==> src/rtl/uart_tx_fifo_if.sv <==
// Byte-write and status bundle between a host and uart_tx_fifo.
// master (host): drives DataToTransmit, Transmit, ClearInterrupt; observes
//   SerialOutputTx, Busy, FifoFull, FifoEmpty, TxInterrupt, Overflow.
// slave (transmitter): the mirror image of master.
interface uart_tx_fifo_if;
  logic [7:0] DataToTransmit;
  logic       Transmit;
  logic       ClearInterrupt;
  logic       SerialOutputTx;
  logic       Busy;
  logic       FifoFull;
  logic       FifoEmpty;
  logic       TxInterrupt;
  logic       Overflow;

  modport master (
    output DataToTransmit, Transmit, ClearInterrupt,
    input  SerialOutputTx, Busy, FifoFull, FifoEmpty, TxInterrupt, Overflow
  );

  modport slave (
    input  DataToTransmit, Transmit, ClearInterrupt,
    output SerialOutputTx, Busy, FifoFull, FifoEmpty, TxInterrupt, Overflow
  );
endinterface

==> src/rtl/uart_tx_fifo.sv <==
// Buffered UART transmitter: bytes are queued in a small FIFO and sent as
// start, 8 data bits LSB first, parity, stop. Back-to-back frames are gap-free.
// Ports:
//   clk    - system clock, rising edge
//   reset  - synchronous, active-low
//   bus    - uart_tx_fifo_if.slave: byte write strobe/data, interrupt clear,
//            serial line, Busy, FIFO full/empty, sticky TxInterrupt/Overflow
module uart_tx_fifo #(
  parameter int unsigned CLKS_PER_BIT = 5208,
  parameter int unsigned FIFO_DEPTH   = 4,
  parameter bit          PARITY_ODD   = 1'b0
) (
  input  logic          clk,
  input  logic          reset,
  uart_tx_fifo_if.slave bus
);

  localparam int unsigned PTR_W  = $clog2(FIFO_DEPTH);
  localparam int unsigned CNT_W  = PTR_W + 1;
  localparam int unsigned BAUD_W = $clog2(CLKS_PER_BIT);
  localparam logic [BAUD_W-1:0] BAUD_LAST = BAUD_W'(CLKS_PER_BIT - 1);
  localparam logic [CNT_W-1:0]  DEPTH_C   = CNT_W'(FIFO_DEPTH);

  typedef enum logic [2:0] {
    S_IDLE,
    S_START,
    S_DATA,
    S_PARITY,
    S_STOP
  } state_t;

  state_t             r_state;
  logic [BAUD_W-1:0]  r_baud;
  logic [2:0]         r_bit_idx;
  logic [7:0]         r_shift;
  logic               r_parity;
  logic               r_tx;
  logic               r_busy;
  logic               r_full;
  logic               r_empty;
  logic               r_irq;
  logic               r_ovf;
  logic [7:0]         r_mem [FIFO_DEPTH];
  logic [PTR_W-1:0]   r_wr_ptr;
  logic [PTR_W-1:0]   r_rd_ptr;
  logic [CNT_W-1:0]   r_count;

  state_t             w_state_next;
  logic [2:0]         w_bit_idx_next;
  logic [7:0]         w_shift_next;
  logic               w_parity_next;
  logic               w_tx_next;
  logic               w_pop;
  logic               w_irq_set;
  logic               w_bit_end;
  logic               w_fifo_empty;
  logic               w_fifo_full;
  logic               w_wr_en;
  logic               w_ovf_set;
  logic [7:0]         w_head;
  logic [CNT_W-1:0]   w_count_next;
  logic [BAUD_W-1:0]  w_baud_next;

  assign w_bit_end    = (r_baud == BAUD_LAST);
  assign w_fifo_empty = (r_count == '0);
  assign w_fifo_full  = (r_count == DEPTH_C);
  assign w_head       = r_mem[r_rd_ptr];

  // A pop in the same cycle frees a slot, so a write while full still lands.
  assign w_wr_en   = bus.Transmit && (!w_fifo_full || w_pop);
  assign w_ovf_set = bus.Transmit && w_fifo_full && !w_pop;

  // Next-state, FIFO pop and next serial-line value.
  always_comb begin
    w_state_next   = r_state;
    w_bit_idx_next = r_bit_idx;
    w_shift_next   = r_shift;
    w_parity_next  = r_parity;
    w_pop          = 1'b0;
    w_irq_set      = 1'b0;
    w_tx_next      = 1'b1;

    case (r_state)
      S_IDLE: begin
        if (!w_fifo_empty) begin
          w_pop         = 1'b1;
          w_shift_next  = w_head;
          w_parity_next = (^w_head) ^ PARITY_ODD;
          w_state_next  = S_START;
        end
      end
      S_START: begin
        if (w_bit_end) begin
          w_bit_idx_next = 3'd0;
          w_state_next   = S_DATA;
        end
      end
      S_DATA: begin
        if (w_bit_end) begin
          w_shift_next = {1'b0, r_shift[7:1]};
          if (r_bit_idx == 3'd7) begin
            w_state_next = S_PARITY;
          end else begin
            w_bit_idx_next = 3'(r_bit_idx + 3'd1);
          end
        end
      end
      S_PARITY: begin
        if (w_bit_end) begin
          w_state_next = S_STOP;
        end
      end
      S_STOP: begin
        if (w_bit_end) begin
          if (!w_fifo_empty) begin
            w_pop         = 1'b1;
            w_shift_next  = w_head;
            w_parity_next = (^w_head) ^ PARITY_ODD;
            w_state_next  = S_START;
          end else begin
            w_irq_set    = 1'b1;
            w_state_next = S_IDLE;
          end
        end
      end
      default: begin
        w_state_next = S_IDLE;
      end
    endcase

    // Line value is chosen from the state being entered so it is a clean flop.
    case (w_state_next)
      S_START:  w_tx_next = 1'b0;
      S_DATA:   w_tx_next = w_shift_next[0];
      S_PARITY: w_tx_next = w_parity_next;
      default:  w_tx_next = 1'b1;
    endcase
  end

  // FIFO occupancy and baud counter next values.
  always_comb begin
    w_count_next = r_count;
    if (w_wr_en && !w_pop) begin
      w_count_next = CNT_W'(r_count + 1'b1);
    end else if (!w_wr_en && w_pop) begin
      w_count_next = CNT_W'(r_count - 1'b1);
    end

    w_baud_next = BAUD_W'(r_baud + 1'b1);
    if ((r_state == S_IDLE) || (w_state_next != r_state) || w_bit_end) begin
      w_baud_next = '0;
    end
  end

  // FSM, datapath, FIFO control and status registers.
  always_ff @(posedge clk) begin
    if (!reset) begin
      r_state   <= S_IDLE;
      r_baud    <= '0;
      r_bit_idx <= '0;
      r_shift   <= '0;
      r_parity  <= 1'b0;
      r_tx      <= 1'b1;
      r_busy    <= 1'b0;
      r_full    <= 1'b0;
      r_empty   <= 1'b1;
      r_irq     <= 1'b0;
      r_ovf     <= 1'b0;
      r_wr_ptr  <= '0;
      r_rd_ptr  <= '0;
      r_count   <= '0;
    end else begin
      r_state   <= w_state_next;
      r_baud    <= w_baud_next;
      r_bit_idx <= w_bit_idx_next;
      r_shift   <= w_shift_next;
      r_parity  <= w_parity_next;
      r_tx      <= w_tx_next;
      r_busy    <= (w_state_next != S_IDLE);
      r_full    <= (w_count_next == DEPTH_C);
      r_empty   <= (w_count_next == '0);
      r_count   <= w_count_next;
      if (w_wr_en) begin
        r_wr_ptr <= PTR_W'(r_wr_ptr + 1'b1);
      end
      if (w_pop) begin
        r_rd_ptr <= PTR_W'(r_rd_ptr + 1'b1);
      end
      // Set events take priority over a simultaneous clear.
      if (w_irq_set) begin
        r_irq <= 1'b1;
      end else if (bus.ClearInterrupt) begin
        r_irq <= 1'b0;
      end
      if (w_ovf_set) begin
        r_ovf <= 1'b1;
      end else if (bus.ClearInterrupt) begin
        r_ovf <= 1'b0;
      end
    end
  end

  // FIFO storage needs no reset; the pointers and count define validity.
  always_ff @(posedge clk) begin
    if (w_wr_en) begin
      r_mem[r_wr_ptr] <= bus.DataToTransmit;
    end
  end

  assign bus.SerialOutputTx = r_tx;
  assign bus.Busy           = r_busy;
  assign bus.FifoFull       = r_full;
  assign bus.FifoEmpty      = r_empty;
  assign bus.TxInterrupt    = r_irq;
  assign bus.Overflow       = r_ovf;

endmodule

==> src/flat_wrapper.sv <==
// flat-port wrapper written by rule: the top's interface ports become plain ports
module uart_tx_fifo_flat 
#(
  parameter int unsigned CLKS_PER_BIT = 5208,
  parameter int unsigned FIFO_DEPTH   = 4,
  parameter bit          PARITY_ODD   = 1'b0
)
  (clk, reset, bus_DataToTransmit, bus_Transmit, bus_ClearInterrupt, bus_SerialOutputTx, bus_Busy, bus_FifoFull, bus_FifoEmpty, bus_TxInterrupt, bus_Overflow);
  uart_tx_fifo_if bus_i ();
  input  logic clk;
  input  logic reset;
  input wire logic [$bits(bus_i.DataToTransmit)-1:0] bus_DataToTransmit;
  input wire logic [$bits(bus_i.Transmit)-1:0] bus_Transmit;
  input wire logic [$bits(bus_i.ClearInterrupt)-1:0] bus_ClearInterrupt;
  output wire logic [$bits(bus_i.SerialOutputTx)-1:0] bus_SerialOutputTx;
  output wire logic [$bits(bus_i.Busy)-1:0] bus_Busy;
  output wire logic [$bits(bus_i.FifoFull)-1:0] bus_FifoFull;
  output wire logic [$bits(bus_i.FifoEmpty)-1:0] bus_FifoEmpty;
  output wire logic [$bits(bus_i.TxInterrupt)-1:0] bus_TxInterrupt;
  output wire logic [$bits(bus_i.Overflow)-1:0] bus_Overflow;
  assign bus_i.DataToTransmit = bus_DataToTransmit;
  assign bus_i.Transmit = bus_Transmit;
  assign bus_i.ClearInterrupt = bus_ClearInterrupt;
  assign bus_SerialOutputTx = bus_i.SerialOutputTx;
  assign bus_Busy = bus_i.Busy;
  assign bus_FifoFull = bus_i.FifoFull;
  assign bus_FifoEmpty = bus_i.FifoEmpty;
  assign bus_TxInterrupt = bus_i.TxInterrupt;
  assign bus_Overflow = bus_i.Overflow;
  uart_tx_fifo #(.CLKS_PER_BIT(CLKS_PER_BIT), .FIFO_DEPTH(FIFO_DEPTH), .PARITY_ODD(PARITY_ODD)) u_core (.clk(clk), .reset(reset), .bus(bus_i));
endmodule
==> config.mk <==
export PLATFORM = sky130hd
export DESIGN_NAME = uart_tx_fifo_flat
export DESIGN_NICKNAME = d
export VERILOG_FILES = /design/src/rtl/uart_tx_fifo_if.sv /design/src/rtl/uart_tx_fifo.sv /design/src/flat_wrapper.sv
export SDC_FILE = /design/constraint.sdc
export NUM_CORES = 1
export LEC_CHECK = 0
export CAP_MARGIN = 5
export CELL_PAD_IN_SITES_DETAIL_PLACEMENT = 0
export CELL_PAD_IN_SITES_GLOBAL_PLACEMENT = 1
export CORE_MARGIN = 1.5
export CORE_UTILIZATION = 38
export DETAILED_ROUTE_END_ITERATION = 10
export PLACE_DENSITY = 0.74
export SLEW_MARGIN = 20
export SYNTH_ARGS = -nofsm -noshare
export SYNTH_HDL_FRONTEND = slang
export SYNTH_SLANG_ARGS = --single-unit
==> constraint.sdc <==
create_clock -name clk -period 3.32 [get_ports clk]
set_input_delay 0.332 -clock clk [delete_from_list [all_inputs] [get_ports clk]]
set_output_delay 0.332 -clock clk [all_outputs]
set_load 0.01 [all_outputs]
==> results.md <==
- Starting Density: 0.393
- Vias per cell: 5.18
- Final instance area: 3930 um^2
- Synth Instances: 301
- Worst Hold Class: flop to flop
- Sw Pwr: 955 uW
- Arrival time worst endpoint: 2.89 ns
- Largest net degree at the start of global routing: 31
- Synth Area in Compound Gates: 0.101
- Rel. slew slack: 0.463
- Combinational share of power: 0.314
- Die W: 98.2 um
- First-pass GRT wire length: 10400 um
- Syn-to-layout area delta: 14.2%
- CTS H-Tree Depth: 3
- WL met2: 2600 um
- Hold path startpoint: u_core.r_shift[5]
- Post-CTS sizing: 0
- Ports: 18
- Syn avg cell area: 11.4 um^2
- Iteration-0 DRC Markers: 93
- Post-CTS Setup Bufs: 0
- Synth top area share: 0.279
- Min Clock Period, post-route: 2.87 ns
- Final Power: 2860 uW
- Synth Area in Adders: 0.0392
- Commonest non-fill, non-tap cell in the layout: dfxtp_1
- DRT antenna net count: 0
- Congestion Overflow GR: 0
- Switching Fraction: 0.333
- Root Buffer Master: clkbuf_8
- Ys Warns: 0
- Reg-to-Reg End: u_core.r_mem[1][1]
- FF-to-FF Start: u_core.r_baud[0]
- Post-CTS Hold Buffers: 0
- First drt pass iteration count: 4
- Drt wl/cell: 14.3 um
- Leading cell types in the layout, fill and taps excluded: dfxtp_1 (43), edfxtp_1 (32), nor2_1 (28)
- Main combinational cell family by area after synthesis: simple AND/OR/NAND/NOR gates
- Initial antenna violation count: 0
- Via Count: 2241
- Cell taking the most area after synthesis: edfxtp_1
- RSZ-0062 raised after global routing: false
- Most used flip-flop cell after synthesis: dfxtp_1
- Mapped Area: 3440 um^2
- Worst Setup End Kind: flop
- Achievable Freq: 348 MHz
- Hold path depth: 2
- Fillers: 815
- Inserted Clock Buffers: 9
- Fraction of layout cells with a size suffix above 1: 0.108
- Critical path class: flop to flop
- Final hold violations: 0
- Wire length on met3: 197 um
- Final period utilization: 0.865
- Clock tree sinks: 75
- CP Launch Type: flop
- Area occupied by multi-input gates: 1520 um^2
- Post-synth EDFFs: 32
- Placed Area: 3720 um^2
- Synth Area in XOR/XNOR: 0.0585
- Critical Path RT: 3.33 ns
- Syn nets: 323
- Post-Place Setup Slack: 0.449 ns
- Clock power frac: 0.266
- Sequential area share after synthesis: 0.529
- Biggest area contributors in the synthesized netlist: edfxtp_1 (28%), dfxtp_1 (25%), mux4_2 (5.2%)
- HPWL Detailed: 4270 um
- Flop pwr share: 0.420
- Worst-Skew Late Latency: 0.35 ns
- Top sig layer: met4
- Worst Path Max Fanout: 8
- Clock buffer depth: 2
- Vias in the first global route: 2116
- Core ar.: 8760 um^2
- Worst Max-Slew Pin Slew: 0.794 ns
- Yosys cell types: 54
- Cell row count: 34
- VDD IR max: 0.296 mV
- Leak: 0.00134 uW
- Hold Path End: u_core.r_shift[5]
- Status: finished, final reports clean
- Final setup violation count: 0
- All-Layer GR Usage: 0.135
- Clock skew: 0.0146 ns
- Final WL: 6180 um
- CTS tree: done
- Post-synthesis mux area share: 0.0668
- FF+latch area: 1820 um^2
- PD cells: 728 nW/um^2
- Worst Slack Setup Final: 0.448 ns
- Port buffer count: 17
- Max cap viols: 0
- Total die area: 9650 um^2
- Synth Register Bits: 75
- Max Slew Vio Count: 0
- Min Hold Slack: 0.467 ns
- Post-Synth Simple-Gate Area: 0.175
- WL met1: 3290 um
- Async SR Flop Fraction: 0
- Antenna cells: 0
- Routability cong.: 0.795
- Post-Route Setup TNS: 0 ns
- Die Y: 98.2 um
- Worst R2R Path Depth: 6
- Final net count: 342
- Flop2flop setup slack: 0.45 ns
- Post-route DRC violation count: 0
- Clk pin slew, worst setup/hold paths: 0.09 ns
- Internal: 1910 uW
==> critical path, cell delays in order, from the launching register on <==
cell and delay (ns):
dfxtp_1 0.38, ha_1 0.23, nor4bb_1 0.45, nand3_1 0.33
a21oi_1 0.38, o21a_1 0.34, and2_1 0.42
==> cells in the mapped netlist, types with 8 or more instances <==
master and count:
xnor2_1 16, edfxtp_1 32, nor2_1 28, a21boi_0 9, nand3_1 8, and2_1 13
nand4_1 8, clkbuf_1 8, ha_1 10, nand2_1 24, mux4_2 8, dfxtp_1 43
inv_1 9
==> worst max-delay path by stage <==
| stage | endpoint | start | depth (start not counted) | slack [ns] |
|---|---|---|---|---|
| finish | u_core.r_mem[1][1] | u_core.r_baud[0] | 6 | 0.45 |
| global route | u_core.r_mem[1][1] | u_core.r_baud[0] | 6 | 0.24 |
| CTS | u_core.r_mem[0][6] | u_core.r_baud[0] | 6 | 0.43 |
| detailed placement | u_core.r_mem[1][2] | u_core.r_baud[0] | 6 | 0.45 |
| global placement | u_core.r_mem[1][3] | u_core.r_baud[0] | 6 | 0.62 |
| floorplan | u_core.r_mem[0][0] | u_core.r_baud[0] | 6 | 0.97 |
==> sequential cells by signal (all words and copies together) (netlist names), named ones only <==
register,count
u_core.r_wr_ptr,2
u_core.r_mem,32
u_core.r_count,3
u_core.bus.FifoEmpty,1
u_core.r_state,3
u_core.bus.SerialOutputTx,1
u_core.bus.TxInterrupt,1
u_core.bus.Overflow,1
u_core.r_bit_idx,3
u_core.r_parity,1
u_core.bus.Busy,1
u_core.r_baud,13
u_core.r_rd_ptr,2
u_core.bus.FifoFull,1
u_core.r_shift,8
==> through the flow <==
step / utilization / cells
floorplan: - / 301
global placement: 0.424 / 417
detailed placement: 0.424 / 417
CTS: 0.449 / 433
global route: 0.449 / 433
finish: 0.449 / 433
==> power by group through the flow <==
stage	Combinational (uW)	Sequential, uW	Clock (uW)
CTS	907	1200	783
global route	1000	1220	824
floorplan	724	1190	0
global placement	891	1220	0
finish	899	1200	762
detailed placement	903	1220	0
==> layer usage <==
layer,track usage,vias to the layer above
li1,-,1137
met1,0.189,1059
met2,0.202,38
met3,0.0322,7
met4,0.0563,0
met5,0,-
==> cell families after synthesis <==
| kind of cell | after synthesis |
|---|---|
| AO/OA/AOI/OAI | 46 |
| XOR/XNOR | 23 |
| buffers and inverters | 23 |
| multiplexers | 13 |
| flip-flops | 75 |
| adder cells (fa/ha/maj) | 11 |
| AND/OR/NAND/NOR | 110 |
==> area by class of cell <==
type | count | area share
inverter | 9 | 0.00859
clock inverter | 7 | 0.0235
sequential | 75 | 0.463
timing repair buffer | 22 | 0.0528
clock buffer | 9 | 0.0315
tap | 108 | 0.0344
multi-input combinational | 203 | 0.386
No activity file was read; power rests on OpenSTA's default activity.
